## config.mk

```make
export PLATFORM = sky130hd
export DESIGN_NAME = muldiv_unit_flat
export DESIGN_NICKNAME = d
export VERILOG_FILES = /design/src/rtl/muldiv_pkg.sv /design/src/rtl/muldiv_if.sv /design/src/rtl/muldiv_step.sv /design/src/rtl/muldiv_unit.sv /design/src/flat_wrapper.sv
export SDC_FILE = /design/constraint.sdc
export NUM_CORES = 1
export LEC_CHECK = 0
export CORE_UTILIZATION = 47
export CTS_CLUSTER_DIAMETER = 200
export DETAILED_ROUTE_END_ITERATION = 6
export PLACE_DENSITY = 0.75
export SLEW_MARGIN = 20
export SYNTH_ARGS = -nofsm -noshare
export SYNTH_HDL_FRONTEND = slang
export SYNTH_SLANG_ARGS = --single-unit
```

## constraint.sdc

```tcl
create_clock -name clk -period 4.1 [get_ports clk]
set_clock_uncertainty 0.15 [all_clocks]
set_input_delay 0.41 -clock clk [delete_from_list [all_inputs] [get_ports clk]]
set_output_delay 0.41 -clock clk [all_outputs]
set_load 0.05 [all_outputs]
```

## src/rtl/muldiv_pkg.sv

```systemverilog
// Shared encodings for the iterative multiply/divide unit.
// No logic here; latency and backpressure are properties of muldiv_unit.
package muldiv_pkg;

  localparam int MD_WIDTH = 32;

  typedef enum logic [1:0] {
    OP_MULTU = 2'b00,
    OP_MULT  = 2'b01,
    OP_DIVU  = 2'b10,
    OP_DIV   = 2'b11
  } op_e;

  typedef enum logic [1:0] {
    IDLE,
    CALC,
    FIX,
    DONE
  } state_e;

endpackage

```

## src/rtl/muldiv_if.sv

```systemverilog
// Request/result bundle between the controller (master) and muldiv_unit (slave).
// start is honoured only while the unit is idle; busy/done tell the controller when to stall.
interface muldiv_if
  import muldiv_pkg::*;
#(
  parameter int WIDTH = MD_WIDTH
) ();

  logic             start;
  logic [1:0]       op;
  logic [WIDTH-1:0] a;
  logic [WIDTH-1:0] b;
  logic [WIDTH-1:0] hi;
  logic [WIDTH-1:0] lo;
  logic             busy;
  logic             done;
  logic             dz;

  modport master (output start, op, a, b, input hi, lo, busy, done, dz);
  modport slave  (input start, op, a, b, output hi, lo, busy, done, dz);

endinterface

```

## src/rtl/muldiv_step.sv

```systemverilog
// One shift-add (multiply, LSB-first) or restoring shift-subtract (divide, MSB-first) iteration.
// Purely combinational, zero latency, no flow control.
module muldiv_step
  import muldiv_pkg::*;
#(
  parameter int WIDTH = MD_WIDTH
) (
  input  logic               is_div,
  input  logic [2*WIDTH-1:0] acc,
  input  logic [WIDTH-1:0]   opnd,
  output logic [2*WIDTH-1:0] acc_nxt,
  output logic               q_bit
);

  logic [WIDTH:0] sum;
  logic [WIDTH:0] part_rem;
  logic [WIDTH:0] trial;

  always_comb begin
    sum      = {1'b0, acc[2*WIDTH-1:WIDTH]} + {1'b0, {WIDTH{acc[0]}} & opnd};
    // Divide keeps {remainder, dividend/quotient} in acc; the extra top bit carries the borrow.
    part_rem = {acc[2*WIDTH-1:WIDTH], acc[WIDTH-1]};
    trial    = part_rem - {1'b0, opnd};
    q_bit    = 1'b0;
    acc_nxt  = {sum, acc[WIDTH-1:1]};
    if (is_div) begin
      q_bit   = ~trial[WIDTH];
      // Quotient LSB is left clear here and merged in by the caller from q_bit.
      acc_nxt = {(q_bit ? trial[WIDTH-1:0] : part_rem[WIDTH-1:0]), acc[WIDTH-2:0], 1'b0};
    end
  end

endmodule

```

## src/rtl/muldiv_unit.sv

```systemverilog
// Iterative MULT/MULTU/DIV/DIVU on magnitudes with sign fix-up; done pulses 34 cycles after start (2 on divide-by-zero).
// start is sampled only in IDLE; requests while busy or in the done cycle are dropped, not queued.
module muldiv_unit
  import muldiv_pkg::*;
#(
  parameter int WIDTH = MD_WIDTH
) (
  input logic      clk,
  input logic      rst_n,
  muldiv_if.slave  io
);

  localparam int               CNT_W = $clog2(WIDTH);
  localparam logic [CNT_W-1:0] LAST  = CNT_W'(WIDTH - 1);

  state_e             state_q, state_d;
  logic [CNT_W-1:0]   cnt_q, cnt_d;
  logic [2*WIDTH-1:0] acc_q, acc_d;
  logic [WIDTH-1:0]   opnd_q, opnd_d;
  logic [WIDTH-1:0]   hi_q, hi_d;
  logic [WIDTH-1:0]   lo_q, lo_d;
  logic               is_div_q, is_div_d;
  logic               neg_res_q, neg_res_d;
  logic               neg_rem_q, neg_rem_d;
  logic               dz_q, dz_d;

  logic [2*WIDTH-1:0] step_acc;
  logic               q_bit;
  logic [2*WIDTH-1:0] prod;
  logic [WIDTH-1:0]   quo, rem, mag_a, mag_b;
  op_e                op_in;
  logic               in_div, in_signed, sign_a, sign_b;

  muldiv_step #(.WIDTH(WIDTH)) u_step (
    .is_div  (is_div_q),
    .acc     (acc_q),
    .opnd    (opnd_q),
    .acc_nxt (step_acc),
    .q_bit   (q_bit)
  );

  always_comb begin
    op_in     = op_e'(io.op);
    in_div    = (op_in == OP_DIVU) || (op_in == OP_DIV);
    in_signed = (op_in == OP_MULT) || (op_in == OP_DIV);
    sign_a    = in_signed & io.a[WIDTH-1];
    sign_b    = in_signed & io.b[WIDTH-1];
    mag_a     = sign_a ? -io.a : io.a;
    mag_b     = sign_b ? -io.b : io.b;
    prod      = neg_res_q ? -acc_q : acc_q;
    quo       = neg_res_q ? -acc_q[WIDTH-1:0] : acc_q[WIDTH-1:0];
    rem       = neg_rem_q ? -acc_q[2*WIDTH-1:WIDTH] : acc_q[2*WIDTH-1:WIDTH];
  end

  always_comb begin
    state_d   = state_q;
    cnt_d     = cnt_q;
    acc_d     = acc_q;
    opnd_d    = opnd_q;
    hi_d      = hi_q;
    lo_d      = lo_q;
    is_div_d  = is_div_q;
    neg_res_d = neg_res_q;
    neg_rem_d = neg_rem_q;
    dz_d      = dz_q;
    case (state_q)
      IDLE: begin
        if (io.start) begin
          is_div_d  = in_div;
          neg_res_d = sign_a ^ sign_b;
          neg_rem_d = sign_a;
          dz_d      = 1'b0;
          cnt_d     = '0;
          state_d   = CALC;
          if (in_div) begin
            acc_d  = {{WIDTH{1'b0}}, mag_a};
            opnd_d = mag_b;
          end else begin
            acc_d  = {{WIDTH{1'b0}}, mag_b};
            opnd_d = mag_a;
          end
          // Divide by zero skips the iterations and parks the raw dividend for hi.
          if (in_div && (io.b == '0)) begin
            dz_d    = 1'b1;
            acc_d   = {io.a, {WIDTH{1'b1}}};
            state_d = FIX;
          end
        end
      end
      CALC: begin
        acc_d = step_acc | {{(2*WIDTH-1){1'b0}}, q_bit};
        cnt_d = cnt_q + CNT_W'(1);
        if (cnt_q == LAST) begin
          cnt_d   = '0;
          state_d = FIX;
        end
      end
      FIX: begin
        if (dz_q) begin
          hi_d = acc_q[2*WIDTH-1:WIDTH];
          lo_d = acc_q[WIDTH-1:0];
        end else if (is_div_q) begin
          hi_d = rem;
          lo_d = quo;
        end else begin
          hi_d = prod[2*WIDTH-1:WIDTH];
          lo_d = prod[WIDTH-1:0];
        end
        state_d = DONE;
      end
      DONE: state_d = IDLE;
      default: state_d = IDLE;
    endcase
  end

  always_ff @(posedge clk or negedge rst_n) begin
    if (!rst_n) begin
      state_q   <= IDLE;
      cnt_q     <= '0;
      acc_q     <= '0;
      opnd_q    <= '0;
      hi_q      <= '0;
      lo_q      <= '0;
      is_div_q  <= 1'b0;
      neg_res_q <= 1'b0;
      neg_rem_q <= 1'b0;
      dz_q      <= 1'b0;
    end else begin
      state_q   <= state_d;
      cnt_q     <= cnt_d;
      acc_q     <= acc_d;
      opnd_q    <= opnd_d;
      hi_q      <= hi_d;
      lo_q      <= lo_d;
      is_div_q  <= is_div_d;
      neg_res_q <= neg_res_d;
      neg_rem_q <= neg_rem_d;
      dz_q      <= dz_d;
    end
  end

  assign io.hi   = hi_q;
  assign io.lo   = lo_q;
  assign io.dz   = dz_q;
  assign io.busy = (state_q == CALC) || (state_q == FIX);
  assign io.done = (state_q == DONE);

endmodule

```

## src/flat_wrapper.sv

```systemverilog
// flat-port wrapper written by rule: the top's interface ports become plain ports
module muldiv_unit_flat import muldiv_pkg::*;
#(
  parameter int WIDTH = MD_WIDTH
)
  (clk, rst_n, io_start, io_op, io_a, io_b, io_hi, io_lo, io_busy, io_done, io_dz);
  muldiv_if #(.WIDTH(WIDTH)) io_i ();
  input logic clk;
  input logic rst_n;
  input wire logic [$bits(io_i.start)-1:0] io_start;
  input wire logic [$bits(io_i.op)-1:0] io_op;
  input wire logic [$bits(io_i.a)-1:0] io_a;
  input wire logic [$bits(io_i.b)-1:0] io_b;
  output wire logic [$bits(io_i.hi)-1:0] io_hi;
  output wire logic [$bits(io_i.lo)-1:0] io_lo;
  output wire logic [$bits(io_i.busy)-1:0] io_busy;
  output wire logic [$bits(io_i.done)-1:0] io_done;
  output wire logic [$bits(io_i.dz)-1:0] io_dz;
  assign io_i.start = io_start;
  assign io_i.op = io_op;
  assign io_i.a = io_a;
  assign io_i.b = io_b;
  assign io_hi = io_i.hi;
  assign io_lo = io_i.lo;
  assign io_busy = io_i.busy;
  assign io_done = io_i.done;
  assign io_dz = io_i.dz;
  muldiv_unit #(.WIDTH(WIDTH)) u_core (.clk(clk), .rst_n(rst_n), .io(io_i));
endmodule
```

# After elaboration in Yosys (flattened, before gate mapping)

Cells that the tools add are included.

Flip-flop bits (word level): 171
Bits in latches: 0
Memory bits (writable): 0
ROM bits: 0
Input port bits: 69
Output and inout bits: 67
Word-level logic and storage cells: 68
Memories kept: 0

Add/sub/neg operators: 8
$mul: 0
Div/mod/pow operators: 0
Order comparisons: 0
Eq/ne operators: 9
Shift-type cells: 0
Muxes and demuxes: 25
Bitwise gates (word level): 6
Reduce and logical (&&, ||, !) cells: 10

Operators by type and width:

| operator                                              | number |
|---|---|
| 2-to-1 mux 32 bit                                     | 11 |
| 2-to-1 mux 64 bit                                     | 4 |
| negation 32 bit                                       | 4 |
| case mux 64 bit (2 select lines)                      | 1 |
| negation 64 bit                                       | 1 |
| OR 64 x 1 -> 64 bit                                   | 1 |
| adder 32 x 32 -> 33 bit                               | 1 |
| subtractor 33 x 32 -> 33 bit                          | 1 |
| AND 32 bit                                            | 1 |
| zero test 32 bit                                      | 1 |
| 2-to-1 mux 5 bit                                      | 2 |
| case mux 5 bit (2 select lines)                       | 1 |
| == test 2 bit, second input constant                  | 4 |
| case mux 2 bit (4 select lines)                       | 1 |
| 2-to-1 mux 2 bit                                      | 3 |
| AND reduction 2 bit                                   | 3 |
| adder 5 x 1 -> 5 bit, second input constant           | 1 |
| == test 5 bit, second input constant                  | 1 |
| == test 2 x 1 -> 1 bit, second input constant         | 2 |
| logical OR 1 bit                                      | 3 |
| AND 1 bit                                             | 2 |
| zero test 2 bit                                       | 1 |
| 2-to-1 mux 1 bit                                      | 2 |
| inequality test 2 x 1 -> 1 bit, second input constant | 1 |
| other kinds (5)                                       | 5 |

# Longest topological paths before layout

Gate-level depths: netlist of run 1.

Depth after elaboration: 8
Depth in mapped cells: 14

# Hierarchy

From an unflattened synthesis of run 1, not the netlist that was laid out.

Cells, all modules: 1968
Area, all modules: 15559.9 sq um

By module, submodules not included:

| module      | instances | cells each | area each (sq um) | sequential area each (sq um) |
|---|---|---|---|---|
| muldiv_unit | 1         | 1285       | 10911.7           | 4279.1 |
| muldiv_step | 1         | 683        | 4648.2            | 0.0 |

# Least setup slack after synthesis of run 1

Ideal clock, no wire load.

Path kind: register to register
Start: reg u_core.acc_q[0]
End: reg u_core.acc_q[56]
Library setup time: 0.082 ns
Arrival: 3.218 ns
Slack: 0.650 ns
Cell stages (with the launch flop): 14
Buffers on the path: 1
Period minus slack after synthesis: 3.450 ns
Cells stage by stage: dfrtp_1 clkinv_1 clkbuf_1 nor2_1 ha_1 nand2_1 o31ai_1 o221ai_1 a311oi_1 a31oi_1 o311ai_0 xor2_1 nand2_1 a31oi_1

Cells in the longest elaborated chain, start to end: 5

RTL lines:

| what                             | RTL line           | text |
|---|---|---|
| from (decl)                      | muldiv_unit.sv:18  | `logic [2*WIDTH-1:0] acc_q, acc_d;` |
| from (signal assigned)           | muldiv_unit.sv:120 | `acc_q <= '0;` |
| from (signal assigned)           | muldiv_unit.sv:131 | `acc_q <= acc_d;` |
| AND 32 bit                       | muldiv_step.sv:20  | `sum = {1'b0, acc[2*WIDTH-1:WIDTH]} + {1'b0, {WIDTH{acc[0]}} & opnd};` |
| adder 32 x 32 -> 33 bit          | muldiv_step.sv:20  |  |
| 2-to-1 mux 64 bit                | muldiv_step.sv:26  | `if (is_div) begin` |
| OR 64 x 1 -> 64 bit              | muldiv_unit.sv:91  | `acc_d = step_acc \| {{(2*WIDTH-1){1'b0}}, q_bit};` |
| case mux 64 bit (2 select lines) | muldiv_unit.sv:66  | `case (state_q)` |

Every way passes these cells.
A chain may end at the register's enable or synchronous reset.

# Final worst setup path of run 1

Start: reg u_core.acc_q[38]
End: reg u_core.acc_q[33]

Cells in the longest elaborated chain, start to end: 5

RTL lines:

| what                             | RTL line          | text |
|---|---|---|
| subtractor 33 x 32 -> 33 bit     | muldiv_step.sv:23 | `trial = part_rem - {1'b0, opnd};` |
| 2-to-1 mux 32 bit                | muldiv_step.sv:29 | `acc_nxt = {(q_bit ? trial[WIDTH-1:0] : part_rem[WIDTH-1:0]), acc[WIDTH-2:0], 1'b0};` |
| 2-to-1 mux 64 bit                | muldiv_step.sv:26 |  |
| OR 64 x 1 -> 64 bit              | muldiv_unit.sv:91 |  |
| case mux 64 bit (2 select lines) | muldiv_unit.sv:66 |  |

Every way passes these cells.

==> flow_summary.ini, run 1 <==
[status]
outcome = complete, no violations

[power_and_ir_drop]
totalPowerFinal_uw = 18540
power.leakage_uw = 0.007680
power_per_cell_area_nw_per_um2 = 1028
vdd_drop_max_mv = 0.5558

[sta]
setup_tns_ns = 0
rsz0062_at_grt = false
max-slew-margin-rel_pct = 22.14
worst_pin_slew_ns = 1.163
fmax_mhz = 253.2
final.min_clock_period_ns = 3.949
setup_viol = 0
finalHoldViolCount = 0
slew_violations = 0
period_share_pct = 96.32

[routing]
avgViaCountPerCell = 6.397
antenna_left = 0
vias = 16255
dr.pass1.iters = 6
drtIter0Drc = 2211
wire_per_inst_um = 23.11
wirelength_um = 58710
drt_drc_violations_left = 0

[critical_path]
crit_fanout = 10
crit_start = u_core.acc_q[38]
cp-start-kind = flip-flop
worstReg2RegEnd = u_core.acc_q[33]
slowest_stage = a32oi_1
crit_arrival_ns = 4.14
path_delay_family = compound AO/OA/AOI/OAI gates
critPathMaxStageDelay_ns = 0.59
cp.depth = 11
crit_chain = ha_1 -> a21oi_1 -> o221ai_1 -> a32oi_1 -> nand3_1 -> buf_4 -> a21oi_1 -> buf_4 -> nor3_1 -> a211oi_1 -> o21ai_0
crit_type = flip-flop to flip-flop
r2r_start = u_core.acc_q[38]
crit_buf_inv = 2
endpoint = u_core.acc_q[33]
required_ns = 4.29
rr_worst_depth = 11
cp-end-kind = flip-flop
rrSetupSlack_ns = 0.15

[die]
io_pins = 136
start_util_pct = 47.85
dieArea_um2 = 32850
die_h_um = 181.2
die_x_um = 181.2
fp.coreArea_um2 = 31560
rows = 65

[global_route]
grt_util_all_layers_pct = 35.88
met1_usage_pct = 48.91
met2_usage_pct = 54.92
grt-ovfl-total = 0
grt_max_degree = 107
grt_use_met3_pct = 5.765
grt_first_pass_wirelength_um = 90090
grt_pass1_vias = 15339
grt-busiest-layer = met2
antenna_found_initial = 2

[synthesis]
synth_top_area_share_pct = 28.34
ys_warn_count = 0
synth_top_cell_by_area = dfrtp_1
netlist_top_cells_area = dfrtp_1 (28%), a21oi_1 (8.2%), nor2_1 (6.4%), ha_1 (6.1%), xnor2_1 (6.1%)
synth_flop_cell = dfrtp_1
syn_inst = 1982
netlist_area_um2 = 15100
ys_seq_area_share_pct = 28.34
postSynthAreaPerCell_um2 = 7.619
ys_async_sr_fraction_pct = 100.0
synth.distinct_cells = 85
synth_edf_count = 0
syn-num-nets = 2127
synth-seq-cells = 171

[clock_network]
clk_pin_slew_ns = 0.08
insertion_delay_ns = 0.47
cts_resized = 0
cts-root-buf = clkbuf_16
max-clock-path-buffers = 2
cts_tree = done
postCtsSetupRepairBufs = 0
htreeDepth = 4
cts.sinks = 171
cts_buffers = 17

[final_layout]
final.fill_count = 2961
area_delta_synth_final_pct = 19.45
post-route-util_pct = 57.16
layout-drive-gt1-share_pct = 8.976
final_nets = 2271
layout_commonest_cell = nor2_1
most-common-layout-cells = nor2_1 (257), a21oi_1 (246), nand2_1 (183), dfrtp_1 (170), o21ai_0 (156)
antenna-diode-count = 0

[placed_design]
place_congestion = 1.002
place.detailed.hpwl_um = 45600
portBuffers = 135

[flow_run]
drv_cap = 0

[worst_hold_path]
hp-class = flip-flop to flip-flop
==> power by group <==
part / leakage [µW] / total (µW) / switching (µW) / internal, µW
Combinational: 0.00536 / 13500 / 8490 / 5030
Clock: 0.000295 / 1690 / 847 / 841
Sequential: 0.00202 / 3330 / 809 / 2520
Total: 0.00768 / 18500 / 10100 / 8390
==> worst min-delay path by stage <==
stage / startpoint / endpoint / cells after the start
6_report: u_core.opnd_q[14] / u_core.opnd_q[14] / 2
5_1_grt: u_core.opnd_q[8] / u_core.opnd_q[8] / 2
4_1_cts: u_core.opnd_q[14] / u_core.opnd_q[14] / 2
3_5_place_dp: u_core.opnd_q[14] / u_core.opnd_q[14] / 2
3_3_place_gp: u_core.opnd_q[14] / u_core.opnd_q[14] / 2
2_1_floorplan: rst_n / u_core.acc_q[0] / 0
==> through the flow <==
stage / std cells / hold WS [ns] / setup WS, ns / area [µm²]
3_5_place_dp: 2508 / 0.3202 / 0.07137 / 17430
6_report: 2541 / 0.3334 / 0.1511 / 18040
3_3_place_gp: 2508 / 0.3070 / 0.1410 / 17430
4_1_cts: 2541 / 0.3363 / 0.2736 / 18040
5_1_grt: 2541 / 0.3605 / 0.007646 / 18040
2_1_floorplan: 1982 / -0.03559 / 0.6503 / 15100
==> tightest hold or removal path, cell delays in order (launching register included) <==
cell and delay, ns:
dfrtp_1 0.36, nand2_1 0.05, nand2_1 0.05
==> per-layer routing <==
metal	wire length, µm	part of all wire, %
met1	24150	41
met4	2941	5.0
met5	0	0
met2	25800	44
met3	5821	9.9
==> repair_timing <==
action,CTS,global route
hold endpoints to repair,72,0
endpoints found under the setup margin,0,0
hold buffers,1,0
==> state kept, by name, indices dropped and copies added (netlist names) <==
register and flops:
u_core.acc_q 64, u_core.cnt_q 5, u_core.io.dz 1, u_core.io.hi 32
u_core.io.lo 32, u_core.is_div_q 1, u_core.neg_rem_q 1, u_core.neg_res_q 1
u_core.opnd_q 32, u_core.state_q 2
==> cell usage after synthesis, types with 10 or more instances <==
cell type,instances
nor2_1,257
a21oi_1,246
nand2_1,184
dfrtp_1,171
o21ai_0,156
clkbuf_1,108
xnor2_1,105
ha_1,74
xor2_1,70
inv_1,59
nand3_1,43
a21o_1,42
nor3_1,42
mux2i_1,35
o31ai_1,27
a31oi_1,26
a211oi_1,18
a221oi_1,18
nor4_1,17
nand4_1,16
or3_1,16
or4_1,16
and2_1,15
mux2_2,14
and3_1,13
nor2b_1,11
o21a_1,10
o41ai_1,10
==> cell families (layout without fill, tap and decap cells) <==
group                      count (synthesis)  count (layout)  synth area share, %
and+or+nand+nor                          671             671                20.47
adders and majority gates                 76              76                6.397
xor gates and xnor gates                 175             175                10.15
buffers and inverters                    184             341                4.731
DFF                                      171             171                28.34
muxes                                     49              49                3.364
AOI/OAI and AO/OA                        656             656                26.56
==> cell type report <==
cell class              instances  area, µm²  area share [%]
clock buffers                  18      439.2           2.435
multi-input cells            1627      10140           56.24
well taps                     402      503.0           2.789
clock inverters                14      162.7          0.9018
flip-flops and latches        171       4280           23.73
inverters                      63      236.5           1.311
repair buffers                246       2271           12.59
Power figures use the tool's default switching activity.
==> run 2, diff against run 1 <==
- CORE_ASPECT_RATIO: unset -> 1.2
- CTS_BUF_LIST: unset -> sky130_fd_sc_hd__clkbuf_8
- GPL_TIMING_DRIVEN: unset -> 0
==> run 2 against run 1 <==
Compared with the run above:
- largest cell class unchanged
- clock power is 22% lower
- clock-buffer cell count decreased by 1
- global-route usage is 2.5 points higher
- highest routed layer unchanged
- wire length is 7.3% higher
- final cell count grew 0.35%
- sequential share of layout area grew 0.70 points
- the flow now finishes with violations (design-rule violations)
- die area about the same
- final area decreased by 2.8%
- register-to-register slack got worse by 0.07 ns
- critical path depth rose by 2
==> flow_summary.ini, run 2 (synthesized netlist as in run 1, its figures left out) <==
[final_layout]
multiInputGateArea_um2 = 10200
most-common-layout-cells = nor2_1 (256), a21oi_1 (244), nand2_1 (184), dfrtp_1 (169), o21ai_0 (154)
stdcell_count = 2550
final_nets = 2281
regArea_um2 = 4282
layout_commonest_cell = nor2_1
post-route-cell-area_um2 = 17530
antenna-diode-count = 0
largest_reg_flops = 64
area_delta_synth_final_pct = 16.07
layout-drive-gt1-share_pct = 4.979
top_register = u_core.acc_q
final.fill_count = 3084

[sta]
period_share_pct = 98.09
slew_violations = 0
setup_viol = 0
final.min_clock_period_ns = 4.022
fmax_mhz = 248.7
worst_pin_slew_ns = 1.099
finalHoldViolCount = 0
setup_ws_ns = 0.07833
rsz0062_at_grt = true
max-slew-margin-rel_pct = 26.74

[power_and_ir_drop]
p_switching_uw = 10050
vdd_drop_max_mv = 0.6348
power_per_cell_area_nw_per_um2 = 995.4
totalPowerFinal_uw = 17450
pwr-share-comb_pct = 72.0
sequentialPowerShare_pct = 20.5
pwr-share-clk_pct = 7.5
sw_frac_of_total_pct = 57.62
power.leakage_uw = 0.007261
p_int_uw = 7393

[critical_path]
rr_worst_depth = 13
cp-end-kind = flip-flop
crit_type = flip-flop to flip-flop
slowest_stage = dfrtp_1
cp-start-kind = flip-flop
rrSetupSlack_ns = 0.08
worstReg2RegEnd = u_core.acc_q[56]
required_ns = 4.36
path_delay_family = compound AO/OA/AOI/OAI gates
cp.depth = 13
critPathMaxStageDelay_ns = 0.48
crit_chain = inv_1 -> ha_1 -> fa_1 -> nor2b_1 -> o21bai_1 -> a21oi_2 -> a32oi_2 -> nand3_1 -> nand3_1 -> nand2_1 -> buf_2 -> a31oi_1 -> a31oi_1
crit_arrival_ns = 4.28
crit_fanout = 10
crit_start = u_core.acc_q[31]
r2r_start = u_core.acc_q[31]
crit_buf_inv = 2

[routing]
highest_layer = met4
met1_length_um = 26140
dr.pass1.iters = 7
avgViaCountPerCell = 6.345
antenna_left = 0
wirelength_um = 63020
route.met3.wl_um = 4307
drt_drc_violations_left = 14
wire_per_inst_um = 24.71
vias = 16181
drtIter0Drc = 1704
wl_met2_um = 29220

[status]
outcome = finished with violations
violations = design-rule violations

[placed_design]
place.detailed.hpwl_um = 50700
place_congestion = 0.9965
portBuffers = 134
dpl.cell_count = 2518
postPlaceCellArea_um2 = 16980
preCtsSetupSlack_ns = -0.5975

[clock_network]
htreeDepth = 4
cts_tree = done
cts_buffers = 17
cts.sinks = 171
cts-root-buf = clkbuf_8
insertion_delay_ns = 0.50
clk_pin_slew_ns = 0.11
max-clock-path-buffers = 2

[flow_run]
drv_cap = 0

[die]
die_x_um = 165.6
fp.coreArea_um2 = 31450
dieArea_um2 = 32850
start_util_pct = 48.02
die_h_um = 198.4
rows = 71
io_pins = 136

[global_route]
grt_max_degree = 95
grt_first_pass_wirelength_um = 94540
grt-ovfl-total = 0
antenna_found_initial = 0
grt_util_all_layers_pct = 38.39
grt_pass1_vias = 15230

[worst_hold_path]
hp-class = input pin to asynchronous set/reset pin
-- run 2: changes by cell type in the layout (fill, tap and decap cells not counted), moves of 7 or more --
cell / before / now
buf_4: 103 / 2
clkbuf_1: 0 / 101
clkbuf_16: 17 / 0
clkbuf_8: 1 / 17
buf_1: 0 / 7
buf_12: 7 / 0
-- run 2: layout make-up --
cell class / count / area share, %
clock buffers: 17 / 1.335
inverters: 63 / 1.356
plain buffers: 118 / 2.706
well taps: 401 / 2.863
clock inverters: 15 / 1.135
repair buffers: 138 / 7.981
flip-flops and latches: 171 / 24.43
multi-input cells: 1627 / 58.20
-- run 2: through the flow --
| stage | setup TNS, ns | util [%] | hold WS, ns |
|---|---|---|---|
| global placement | -791.22 | 53.88 | 0.3095 |
| floorplan | 0 | - | -0.03559 |
| finish | 0 | 55.73 | 0.3205 |
| CTS | 0 | 55.54 | 0.3363 |
| global route | -0.01344 | 55.73 | 0.3594 |
| detailed placement | -18.06 | 53.98 | 0.2786 |
-- run 2: per-layer routing --
metal,up-vias,GRT usage (%)
met5,-,0
met4,0,19.38
met3,118,4.197
met2,778,64.05
met1,7828,49.50
li1,7457,-
-- run 2: power groups by stage --
stage               Sequential, µW  Combinational [µW]  Clock [µW]
floorplan                     4220                7540           0
global placement              3540               12100           0
detailed placement            3560               12100           0
CTS                           3530               12300        1310
global route                  3630               13500        1380
finish                        3580               12600        1310
-- run 2: how the worst max path moves through the flow --
stage                             endpoint
after floorplan           u_core.acc_q[56]
final                     u_core.acc_q[56]
after global placement    u_core.acc_q[56]
after detailed placement  u_core.acc_q[47]
after CTS                 u_core.acc_q[52]
after global routing      u_core.acc_q[48]
-- run 2: timing repair --
action,4_1_cts,5_1_grt
endpoints found under the setup margin,29,27
pin swaps,1,1
hold endpoints to repair,77,0
gates resized for setup,15,15
hold buffers,1,0
setup buffers,1,1
gates cloned,0,0
==> run 3, diff against run 2 <==
- ABC_AREA: unset -> 1
- GPL_TIMING_DRIVEN: 0 -> 1
- PLACE_DENSITY: 0.75 -> 0.74
==> run 3 against run 2 <==
Compared with the run above:
- the flow still finishes with violations (design-rule violations)
- clock power grew 5%
- register-to-register slack better by 0.27 ns
- sequential power is 7.0% lower
- area after synthesis up 21%
- power up 0.58%
- critical path type unchanged
- critical endpoint is now u_core.acc_q[59]
- largest cell class unchanged
==> flow_summary.ini, run 3 <==
[synthesis]
synth_flop_cell = dfrtp_1
synth.distinct_cells = 49
synth_common_cells = nand2_1 (1064), inv_1 (433), nand3_1 (309)
postSynthAreaPerCell_um2 = 5.809
synth_top_area_share_pct = 23.49
synth_edf_count = 0
ys_async_sr_fraction_pct = 100.0
synth_top_cell_by_area = dfrtp_1
netlist_area_um2 = 18220
netlist_top_cells_area = dfrtp_1 (23%), nand2_1 (22%), inv_1 (8.9%), nand3_1 (8.5%), nor2_1 (6.2%)
ys_seq_area_share_pct = 23.49
ys_warn_count = 0
yosysMostFrequentCell = nand2_1
synth-seq-cells = 171
syn-num-nets = 3281
syn_inst = 3136

[sta]
fmax_mhz = 266.4
rsz0062_at_grt = false
setup_viol = 0
worst_pin_slew_ns = 1.019
whs_ns = 0.3380
period_share_pct = 91.54
slew_violations = 0
final.min_clock_period_ns = 3.753
finalHoldViolCount = 0
setup_tns_ns = 0
max-slew-margin-rel_pct = 32.06

[critical_path]
path_delay_family = simple AND/OR/NAND/NOR gates
crit_arrival_ns = 4.06
cp_common_cell = nand2_4
crit_buf_inv = 2
slowest_stage = dfrtp_1
crit_fanout = 33
cp-start-kind = flip-flop
required_ns = 4.40
cp-end-kind = flip-flop
critPathMaxStageDelay_ns = 0.52
crit_chain = inv_1 -> ha_1 -> fa_1 -> inv_1 -> nand3_1 -> nand2_1 -> nand2_2 -> nand2_4 -> nand2_2 -> nand2_4 -> nand2_4 -> nand2_2 -> nand2_4 -> nand2_4 -> nand3_1 -> nand3_1 -> nand2_1 -> nand2_1 -> nand2_1
crit_type = flip-flop to flip-flop

[placed_design]
place.detailed.hpwl_um = 61920
place_congestion = 1.072
portBuffers = 135

[final_layout]
layout-drive-gt1-share_pct = 4.375
final_nets = 3378
most-common-layout-cells = nand2_1 (1064), inv_1 (433), nand3_1 (309), nor2_1 (298), dfrtp_1 (170)
final.fill_count = 3996
top_register = u_core.acc_q
area_delta_synth_final_pct = 12.97
layout_commonest_cell = nand2_1
post-route-util_pct = 54.21
largest_reg_flops = 64

[clock_network]
max-clock-path-buffers = 2
cts.sinks = 171
cts_tree = done
postCtsSetupRepairBufs = 0
cts-root-buf = clkbuf_8
cts_buffers = 17
htreeDepth = 4
insertion_delay_ns = 0.57
clk_pin_slew_ns = 0.12

[die]
die_h_um = 217.7
start_util_pct = 47.98
rows = 78
dieArea_um2 = 39550
io_pins = 136
fp.coreArea_um2 = 37960
die_x_um = 181.7

[routing]
vias = 21515
wire_per_inst_um = 20.91
wirelength_um = 77940
antenna_left = 0
avgViaCountPerCell = 5.771
dr.pass1.iters = 7
drt_drc_violations_left = 7
drtIter0Drc = 2581

[global_route]
grt-ovfl-total = 0
grt_max_degree = 88
grt_first_pass_wirelength_um = 115900
antenna_found_initial = 1
grt_pass1_vias = 19544
grt_util_all_layers_pct = 39.00

[status]
outcome = finished with violations
violations = design-rule violations

[worst_hold_path]
hp-class = input pin to asynchronous set/reset pin

[flow_run]
drv_cap = 0

[power_and_ir_drop]
power.leakage_uw = 0.01095
power_per_cell_area_nw_per_um2 = 852.6
vdd_drop_max_mv = 0.3863
totalPowerFinal_uw = 17550
==> run 3: changes by cell type in the layout (fill, tap and decap cells not counted), moves of 34 or more <==
cell,previous run,this run
nand3_1,43,309
a21oi_1,244,147
clkbuf_1,101,0
inv_1,59,433
xnor2_1,105,15
a21o_1,42,3
nand2_1,184,1064
mux2i_1,35,1
buf_4,2,44
nor2_1,256,298
==> run 3: layout make-up <==
cell class	count	area (µm²)	area share (%)
antenna	2	5.005	0.02432
clock buffer	17	234.0	1.137
clock inverter	15	216.5	1.052
inverter	453	1700	8.262
multi-input combinational	2408	11810	57.39
sequential	171	4280	20.80
tap	480	600.6	2.918
timing repair buffer	182	1733	8.420
==> run 3: final timing paths <==
check | startpoint | endpoint | slack, ns | cells past startpoint
setup / recovery | u_core.acc_q[31] | u_core.acc_q[59] | 0.35 | 19
max in group asynchronous | rst_n | u_core.acc_q[59] | 2.38 | 3
setup reg to reg | u_core.acc_q[31] | u_core.acc_q[59] | 0.35 | 19
min in group clk | u_core.io.hi[7] | u_core.io.hi[7] | 0.34 | 2
hold reg to reg | u_core.io.hi[7] | u_core.io.hi[7] | 0.34 | 2
hold / removal | rst_n | u_core.acc_q[5] | 0.34 | 2
==> run 3: timing repair <==
item	4_1_cts	5_1_grt
hold endpoints to repair	84	0
hold buffers	1	0
gates resized for setup	0	0
==> run 3: per-layer routing <==
| layer | global-route usage (%) | wire length (µm) | share of wire [%] | vias to the layer above |
|---|---|---|---|---|
| met3 | 6.413 | 6931 | 8.9 | 251 |
| met2 | 60.05 | 34040 | 44 | 1139 |
| met5 | 0 | 9 | 0.012 | - |
| li1 | - | - | - | 10191 |
| met4 | 23.81 | 5029 | 6.5 | 2 |
| met1 | 51.15 | 31930 | 41 | 9932 |
==> run 3: report_power, final <==
part	total [µW]	internal, µW	leakage (µW)	switching [µW]
Clock	1380	536	0.000220	848
Sequential	3330	2460	0.00210	866
Combinational	12800	3930	0.00863	8910
Total	17500	6930	0.0110	10600
==> run 3: logic make-up after synthesis <==
group                    count (synthesis)  synth area share [%]
AND/OR/NAND/NOR                       1805                 41.47
buffers and inverters                  557                 11.75
AO/OA/AOI/OAI                          435                 13.56
flip-flops                             171                 23.49
XOR/XNOR                                91                 4.375
adder cells (fa/ha/maj)                 76                 5.303
multiplexers                             1               0.05495
==> run 3: worst register-to-register path: cells and delay by family (launching register included) <==
kind / cells / cell delay (ns)
adder cells (fa/ha/maj): 2 / 0.67
buffers and inverters: 2 / 0.33
flip-flops: 1 / 0.52
AND/OR/NAND/NOR: 15 / 1.98
==> run 3: through the flow <==
stage               area [µm²]  instances  setup slack (ns)
finish                   20580       3728            0.3469
global route             20570       3726            0.2320
CTS                      20570       3726            0.4628
detailed placement       20110       3693            0.4839
global placement         20110       3693            0.4775
floorplan                18220       3136             1.541
